[src/rtl/countdown_min_sec.sv]
// countdown_min_sec: loadable MM:SS countdown timer advanced by a 1 Hz strobe.
// Issues borrow_sec when seconds wrap 0 -> 59 and done_tmr on expiry.
// Optional build macro TIMER_AUTO_RELOAD_EN: on expiry the count reloads and
// the timer keeps running instead of entering EXPIRED.
module countdown_min_sec #(
    parameter int MAX_MIN = 59
) (
    input  logic       clock,
    input  logic       reset_tmr_n,
    input  logic [5:0] data_min,
    input  logic [5:0] data_sec,
    input  logic       load_tmr,
    input  logic       start_tmr,
    input  logic       stop_tmr,
    input  logic       tick_tmr,
    output logic [5:0] count_min,
    output logic [5:0] count_sec,
    output logic       borrow_sec,
    output logic       done_tmr,
    output logic       running_tmr,
    output logic       expired_tmr
);

    localparam logic [1:0] ST_IDLE    = 2'd0;
    localparam logic [1:0] ST_PAUSE   = 2'd1;
    localparam logic [1:0] ST_RUN     = 2'd2;
    localparam logic [1:0] ST_EXPIRED = 2'd3;

    localparam logic [5:0] MAX_MIN_C = 6'(MAX_MIN);
    localparam logic [5:0] MAX_SEC_C = 6'd59;

    function automatic logic [5:0] clamp_sec(input logic [5:0] v);
        return (v > MAX_SEC_C) ? MAX_SEC_C : v;
    endfunction

    function automatic logic [5:0] clamp_min(input logic [5:0] v);
        return (v > MAX_MIN_C) ? MAX_MIN_C : v;
    endfunction

    logic [1:0] state_q, state_d;
    logic [5:0] min_q, min_d;
    logic [5:0] sec_q, sec_d;
    logic [5:0] rel_min_q, rel_min_d;
    logic [5:0] rel_sec_q, rel_sec_d;
    logic       borrow_q, borrow_d;
    logic       done_q, done_d;
    logic       running_q, expired_q;

    logic [5:0] ld_min, ld_sec;
    logic       ld_zero, rel_zero;

    assign ld_min   = clamp_min(data_min);
    assign ld_sec   = clamp_sec(data_sec);
    assign ld_zero  = (ld_min == 6'd0) && (ld_sec == 6'd0);
    assign rel_zero = (rel_min_q == 6'd0) && (rel_sec_q == 6'd0);

    // Next-state and next-count selection; inputs resolved in strict priority
    // load > stop > start > tick, so a masked lower input has no effect.
    always_comb begin
        state_d   = state_q;
        min_d     = min_q;
        sec_d     = sec_q;
        rel_min_d = rel_min_q;
        rel_sec_d = rel_sec_q;
        borrow_d  = 1'b0;
        done_d    = 1'b0;
        if (load_tmr) begin
            min_d     = ld_min;
            sec_d     = ld_sec;
            rel_min_d = ld_min;
            rel_sec_d = ld_sec;
            state_d   = ld_zero ? ST_IDLE : ST_PAUSE;
        end else if (stop_tmr) begin
            if (state_q == ST_RUN) begin
                state_d = ST_PAUSE;
            end
        end else if (start_tmr) begin
            if (state_q == ST_PAUSE) begin
                state_d = ST_RUN;
            end else if (state_q == ST_EXPIRED) begin
                min_d   = rel_min_q;
                sec_d   = rel_sec_q;
                state_d = rel_zero ? ST_IDLE : ST_RUN;
            end
        end else if (tick_tmr && (state_q == ST_RUN)) begin
            if ((min_q == 6'd0) && (sec_q == 6'd1)) begin
                // Final second: expire (or reload when auto-reload is built in)
                done_d = 1'b1;
`ifdef TIMER_AUTO_RELOAD_EN
                if (!rel_zero) begin
                    min_d   = rel_min_q;
                    sec_d   = rel_sec_q;
                    state_d = ST_RUN;
                end else begin
                    min_d   = 6'd0;
                    sec_d   = 6'd0;
                    state_d = ST_EXPIRED;
                end
`else
                min_d   = 6'd0;
                sec_d   = 6'd0;
                state_d = ST_EXPIRED;
`endif
            end else if (sec_q != 6'd0) begin
                sec_d = sec_q - 6'd1;
            end else if (min_q != 6'd0) begin
                sec_d    = MAX_SEC_C;
                min_d    = min_q - 6'd1;
                borrow_d = 1'b1;
            end
            // 00:00 while running cannot be reached; the count simply holds.
        end
    end

    // State, count, reload and registered status flags.
    always_ff @(posedge clock or negedge reset_tmr_n) begin
        if (!reset_tmr_n) begin
            state_q   <= ST_IDLE;
            min_q     <= 6'd0;
            sec_q     <= 6'd0;
            rel_min_q <= 6'd0;
            rel_sec_q <= 6'd0;
            borrow_q  <= 1'b0;
            done_q    <= 1'b0;
            running_q <= 1'b0;
            expired_q <= 1'b0;
        end else begin
            state_q   <= state_d;
            min_q     <= min_d;
            sec_q     <= sec_d;
            rel_min_q <= rel_min_d;
            rel_sec_q <= rel_sec_d;
            borrow_q  <= borrow_d;
            done_q    <= done_d;
            running_q <= (state_d == ST_RUN);
            expired_q <= (state_d == ST_EXPIRED);
        end
    end

    assign count_min   = min_q;
    assign count_sec   = sec_q;
    assign borrow_sec  = borrow_q;
    assign done_tmr    = done_q;
    assign running_tmr = running_q;
    assign expired_tmr = expired_q;

endmodule

[config.mk]
export PLATFORM = sky130hd
export DESIGN_NAME = countdown_min_sec
export DESIGN_NICKNAME = d
export VERILOG_FILES = /design/src/rtl/countdown_min_sec.sv
export SDC_FILE = /design/constraint.sdc
export NUM_CORES = 1
export LEC_CHECK = 0
export CAP_MARGIN = 5
export CORE_ASPECT_RATIO = 0.8
export CORE_UTILIZATION = 30
export DETAILED_ROUTE_END_ITERATION = 16
export DONT_BUFFER_PORTS = 1
export RECOVER_POWER = 100
export SYNTH_ARGS = -nofsm -noshare
export SYNTH_HDL_FRONTEND = slang
export SYNTH_SLANG_ARGS = --single-unit
[constraint.sdc]
create_clock -name clock -period 2.8 [get_ports clock]
set_input_delay 0.28 -clock clock [delete_from_list [all_inputs] [get_ports clock]]
set_output_delay 0.28 -clock clock [all_outputs]
set_load 0.02 [all_outputs]
==> qor.txt, run 1 <==
DRC: 0
synthesized net count: 216
Num CTS Buffers: 5
global-route layer with the greatest usage: met1
Core Rows: 25
FF-to-FF Start: count_min[0]
number of synthesized flops with an enable pin: 0
Worst Setup SP: count_min[0]
endpoints failing hold: 0
Min-Delay Path Class: input port to register
Final min period: 2410 ps
Placed Area: 0.00188 mm^2
Initial DRC Count: 107
max-cap violation count: 1
worst-path maximum fanout: 11
CTS H-Tree Depth: 2
sequential share of the synthesized area: 40.8%
kind of critical path: register to register
worst setup path end: count_min[0]
R2R Setup Slk: 390 ps
PD cells: 670 mW/mm^2
initial antenna violation count: 0
outcome: complete, but fails checks
total die area: 0.00645 mm^2
Switching Fraction: 34.0%
startpoint type of the worst setup path: register
ANT cells: 0
CTS max path bufs: 2
Layout Skew: 3.77 ps
Place WS: 643 ps
Root Buffer: clkbuf_8
hold depth: 1
Leak: 0.788 nW
Fin Hold WS: 106 ps
Critical Path RT: 2960 ps
Clock power frac: 32.0%
Die X: 89.5 um
Post-Syn Instances: 195
Mapped Area: 0.00184 mm^2
detailed-route wire length: 4660 um
IO Port Bufs: 0
via count: 1566
sequential share of power: 48.0%
Yosys cell types: 52
Pint: 877 uW
Ys Warns: 0
GRT Residual Overflow: 0
Worst-Skew Late Latency: 280 ps
critical path capture point type: register
area of the multi-input gates: 965 um^2
share of layout cells above drive strength 1: 8.72%
maximum number of pins on one net before global-route repair: 37
relative slew slack: -9.06%
Least-Margin Pin Slew: 1640 ps
Final Setup Violations: 0
GRT Total Usage: 15.4%
R2R cell count: 6
clock sinks: 30
Comb power frac: 20.0%
GPL Wtd Cong: 0.871
filler instances: 605
area of the core: 0.00591 mm^2
Setup WS post-layout: 388 ps
Synth async-reset ratio: 100%
RSZ-0062 raised after global routing: false
Die H: 72.0 um
first-pass GRT wire length: 7420 um
Psw: 453 uW
reg2reg end: count_min[0]
failing checks: capacitance limit, slew limit
met3 Use GR: 5.01%
Initial Util: 31.1%
CP arrival: 2570 ps
DR WL/cell: 16.9 um
Seq. cell area: 751 um^2
Synth Flop Type: dfrtp_1
clk slew on worst S/H paths: 60 ps
drt first pass iters: 4
Total Nets Final: 215
Critical Path, Cell by Cell: inv_1 > ha_1 > nor3b_1 > a41o_1 > a21oi_1 > o32a_1
met1 usage: 22.2%
post-synthesis register bit count: 30
vias in the first global route: 1419
Layout area overhead: 7.96%
CTS tree: built
fmax: 0.415 GHz
CP max stage delay: 590 ps
Post-Syn Area per Cell: 9.43 um^2
vias per inst: 5.67
Tcrit/Tclk final: 86.1%
Worst VDD drop: 0.205 mV
final instance area: 0.00199 mm^2
postcts setup bufs: 0
io pins: 34
Slew Viols, Final: 31
post-DP HPWL: 3480 um
Fin Setup TNS: 0 ps
CP max stage cell: nor3b_1
M2 GR Usage: 21.3%
Post-DRT Antenna Nets: 0
flip-flops by register name, summed over array words and instances (netlist names):
signal and flops:
borrow_sec 1, count_min 6, count_sec 6, done_tmr 1, expired_tmr 1, rel_min_q 6, rel_sec_q 6, running_tmr 1
state_q 2
synth_stat cells, drive strengths merged (2+ instances only):
cell     number  area, um^2
dfrtp        30         751
inv          13        48.8
a21oi        12        60.1
nor2         11        41.3
nor3         11        55.1
nand2        10        37.5
o21ai        10        50.1
nand4         8        50.1
nor4          7        50.1
buf           6        48.8
mux2          5        56.3
o2bb2ai       5        43.8
clkbuf        4        15.0
nand3         4        20.0
nor2b         4        25.0
a31oi         3        18.8
ha            3        37.5
o211ai        3        22.5
o21a          3        22.5
or2           3        18.8
a211oi        2        15.0
a221o         2        20.0
a2bb2oi       2        23.8
a32oi         2        17.5
mux2i         2        20.0
nand3b        2        15.0
nor3b         2        25.0
nor4b         2        17.5
o22a          2        17.5
o22ai         2        18.8
o31a          2        17.5
o32a          2        20.0
or3b          2        17.5
metrics by stage:
stage | total power, mW | instances | utilization, %
final | 1.33 | 276 | 33.6
after global placement | 0.904 | 266 | 31.7
after detailed placement | 0.907 | 266 | 31.7
after CTS | 1.35 | 276 | 34.1
after floorplan | 0.846 | 195 | -
after global routing | 1.41 | 276 | 33.6
cell type report:
cell class              instances  share of cell area (%)
inverters                      13                    2.46
repair buffers                  2                   0.693
multi-input cells             142                    48.6
clock buffers                   7                    3.84
flip-flops and latches         30                    37.8
well taps                      81                    5.10
clock inverters                 1                    1.51
worst min-delay path by stage:
stage                startpoint      endpoint
global placement    reset_tmr_n   expired_tmr
detailed placement  reset_tmr_n   expired_tmr
floorplan           reset_tmr_n    borrow_sec
finish                 load_tmr  rel_sec_q[2]
CTS                    load_tmr  rel_min_q[5]
global route           load_tmr  rel_sec_q[2]
power groups by stage:
stage	clock, mW	sequential (mW)	combinational, mW
6_report	0.425	0.639	0.266
5_1_grt	0.460	0.652	0.298
4_1_cts	0.439	0.641	0.273
3_5_place_dp	0	0.649	0.258
3_3_place_gp	0	0.649	0.255
2_1_floorplan	0	0.604	0.241
logic make-up (layout without fill, tap and decap cells):
family | after synthesis | in the layout | synth area share (%)
simple gates | 71 | 71 | 22.4
fa+ha+maj | 3 | 3 | 2.04
compound gates | 61 | 61 | 24.5
buf+inv | 23 | 23 | 6.12
flops | 30 | 30 | 40.8
mux | 7 | 7 | 4.15
layout by cell type, fill, tap and decap left out, drive strengths merged, types with 3 or more instances in the layout:
| master | Yosys | layout |
|---|---|---|
| a21oi | 12 | 12 |
| a31oi | 3 | 3 |
| clkbuf | 4 | 8 |
| dfrtp | 30 | 30 |
| ha | 3 | 3 |
| inv | 13 | 13 |
| mux2 | 5 | 5 |
| nand2 | 10 | 10 |
| nand3 | 4 | 4 |
| nand4 | 8 | 8 |
| nor2 | 11 | 11 |
| nor2b | 4 | 4 |
| nor3 | 11 | 11 |
| nor4 | 7 | 7 |
| o211ai | 3 | 3 |
| o21a | 3 | 3 |
| o21ai | 10 | 10 |
| o2bb2ai | 5 | 5 |
| or2 | 3 | 3 |
worst max-delay path: cells and delay by family (launching register included):
family          cells  cell delay, ps
compound gates      3             890
simple gates        1             590
fa+ha+maj           1             190
flops               1             510
buf+inv             1             110
layer usage:
layer | share of wire (%) | wire [um] | vias to the layer above
met5 | 0 | 0 | -
met4 | 1.5 | 68 | 0
met3 | 7.9 | 368 | 6
met2 | 43 | 1980 | 58
met1 | 48 | 2240 | 746
li1 | - | - | 756
timing repair:
item                      CTS  global route
hold endpoints to repair   30             0
resized for setup           0             0
hold buffers                2             0
(Power assumes the default switching activity.)
==> run 2, diff against run 1 <==
--- a/config.mk
+++ b/config.mk
@@ -5,9 +5,10 @@
 export SDC_FILE = /design/constraint.sdc
 export NUM_CORES = 1
 export LEC_CHECK = 0
-export CAP_MARGIN = 5
-export CORE_ASPECT_RATIO = 0.8
+export CAP_MARGIN = 10
+export CORE_ASPECT_RATIO = 1.5
 export CORE_UTILIZATION = 30
+export CTS_CLUSTER_DIAMETER = 30
 export DETAILED_ROUTE_END_ITERATION = 16
 export DONT_BUFFER_PORTS = 1
 export RECOVER_POWER = 100
==> run 2 against run 1 <==
Effect of this change:
- utilization shrank 0.10 points
- setup slack gained 60 ps
- sequential share of layout area grew 0.38 points
- count of clock-buffer cells in the layout is the same
- die area is essentially flat
- sequential cell count is the same
- critical path depth is the same
- register-to-register slack gained 60 ps
- first-iteration DRC count shrank 35%
- the flow still finishes with violations (capacitance limit, slew limit)
- critical endpoint unchanged
- sequential power is essentially flat
- wire length grew 1.1%
==> qor.txt, run 2 (synthesized netlist as in run 1, its figures left out) <==
detailed-route wire length: 4710 um (was 4660 um)
Util after Layout: 33.5% (was 33.6%)
relative slew slack: -9.69% (was -9.06%)
Final min period: 2350 ps (was 2410 ps)
CP max stage delay: 540 ps (was 590 ps)
Initial DRC Count: 70 (was 107)
startpoint type of the worst setup path: register (unchanged)
GRT Total Usage: 15.7% (was 15.4%)
CTS H-Tree Depth: 2 (unchanged)
crit path buf inv count: 1 (unchanged)
vias in the first global route: 1548 (was 1419)
Fin Setup TNS: 0 ps (unchanged)
Core Rows: 34 (was 25)
Layout area overhead: 6.87% (was 7.96%)
Total Nets Final: 215 (unchanged)
Worst-Skew Late Latency: 280 ps (about the same)
clock sinks: 30 (unchanged)
post-DP HPWL: 3520 um (was 3480 um)
Initial Util: 31.3% (was 31.1%)
Critical Path, Cell by Cell: inv_1 > ha_1 > nor3b_1 > a41o_1 > a21oi_1 > o32a_1 (unchanged)
Final Setup Violations: 0 (unchanged)
Layout Skew: 9.73 ps (was 3.77 ps)
Tcrit/Tclk final: 84.0% (was 86.1%)
DRC: 0 (unchanged)
fin cells: 267 (was 276)
clk slew on worst S/H paths: 70 ps (was 60 ps)
area of the core: 0.00587 mm^2 (was 0.00591 mm^2)
ANT cells: 0 (unchanged)
Root Buffer: clkbuf_8 (unchanged)
Post-DRT Antenna Nets: 0 (unchanged)
CTS tree: built (unchanged)
GPL Wtd Cong: 0.854 (was 0.871)
Placed Area: 0.00187 mm^2 (was 0.00188 mm^2)
outcome: complete, but fails checks (unchanged)
Worst VDD drop: 0.250 mV (was 0.205 mV)
kind of critical path: register to register (unchanged)
PD cells: 645 mW/mm^2 (was 670 mW/mm^2)
IO Port Bufs: 0 (unchanged)
GRT Residual Overflow: 0 (unchanged)
Critical Path RT: 2960 ps (about the same)
critical path capture point type: register (unchanged)
Place WS: 629 ps (was 643 ps)
most common cell after layout, fill and taps aside: dfrtp_1 (unchanged)
DR WL/cell: 17.6 um (was 16.9 um)
most frequent cells in the layout: dfrtp_1 (30), inv_1 (13), a21oi_1 (12) (unchanged)
final instance area: 0.00197 mm^2 (was 0.00199 mm^2)
endpoints failing hold: 0 (unchanged)
Setup WS post-layout: 448 ps (was 388 ps)
Slew Viols, Final: 31 (unchanged)
worst-path maximum fanout: 11 (unchanged)
initial antenna violation count: 0 (unchanged)
Die X: 65.9 um (was 89.5 um)
drt first pass iters: 4 (unchanged)
first-pass GRT wire length: 7750 um (was 7420 um)
io pins: 34 (unchanged)
Num CTS Buffers: 5 (unchanged)
maximum number of pins on one net before global-route repair: 37 (unchanged)
max-cap violation count: 1 (unchanged)
Min-Delay Path Class: input port to register (unchanged)
CTS max path bufs: 2 (unchanged)
total die area: 0.00645 mm^2 (about the same)
RSZ-0062 raised after global routing: false (unchanged)
postcts setup bufs: 0 (unchanged)
via count: 1576 (was 1566)
Leak: 0.786 nW (was 0.788 nW)
failing checks: capacitance limit, slew limit (unchanged)
cell family with most CP delay: compound AO/OA/AOI/OAI gates (unchanged)
dpl cells: 257 (was 266)
fmax: 0.425 GHz (was 0.415 GHz)
Die H: 97.9 um (was 72.0 um)
CTS resizes: 0 (unchanged)
CP max stage cell: nor3b_1 (unchanged)
Least-Margin Pin Slew: 1650 ps (was 1640 ps)
CP arrival: 2520 ps (was 2570 ps)
share of layout cells above drive strength 1: 9.74% (was 8.72%)
vias per inst: 5.90 (was 5.67)
[run 2: changes by cell type in the layout (fill, tap and decap cells not counted)]
cell       previous run  this run
clkbuf_1              3         2
bufinv_16             1         0
o22ai_1               2         1
o22ai_2               0         1
clkinv_2              0         1
clkbuf_8              5         6
[run 2: worst reg2reg max path: cells and delay by family, from the launching register on]
kind / cells / cell delay, ps
DFF: 1 / 510
AOI/OAI and AO/OA: 3 / 900
adders and majority gates: 1 / 190
buffers and inverters: 1 / 110
and+or+nand+nor: 1 / 540
[run 2: layout make-up]
type | count | area (um^2)
clock buffers | 7 | 86.3
clock inverters | 1 | 5.00
fillers | 619 | 3910
inverters | 13 | 48.8
multi-input cells | 142 | 971
flip-flops and latches | 30 | 751
well taps | 72 | 90.1
repair buffers | 2 | 13.8
[run 2: per-layer routing]
metal  vias to the layer above  GRT usage [%]  wire (um)
li1                        748              -          -
met4                         0           6.71        101
met2                        51           27.2       2440
met3                         8           4.09        298
met5                         -              0          0
met1                       769           17.8       1870
[run 2: power breakdown]
group	internal, mW	leakage [nW]	total, mW	switching, mW
logic	0.121	0.373	0.264	0.143
clock network	0.198	0.0482	0.365	0.167
registers	0.491	0.364	0.639	0.148
total	0.810	0.786	1.27	0.458
[run 2: path summary, 6_finish.rpt]
path                         startpoint  slack, ps  cells after the start           end
max reg2reg                count_min[0]        450                      6  count_min[0]
min in group asynchronous   reset_tmr_n        950                      2  count_sec[0]
min reg2reg                rel_sec_q[1]        530                      1  rel_sec_q[1]
min                            load_tmr        110                      1  rel_min_q[5]
max in group asynchronous   reset_tmr_n        890                      2  rel_sec_q[3]
max                        count_min[0]        450                      6  count_min[0]
[run 2: stage by stage]
step                hold slack (ps)  power, mW
floorplan                     -15.6      0.846
global placement              -14.9      0.901
detailed placement            -14.9      0.901
CTS                            99.8       1.28
global route                    120       1.34
finish                          113       1.27
[run 2: what timing repair did]
item                                    4_1_cts  5_1_grt
endpoints found under the hold margin        30        0
endpoints found under the setup margin        0        0
hold buffers                                  2        0
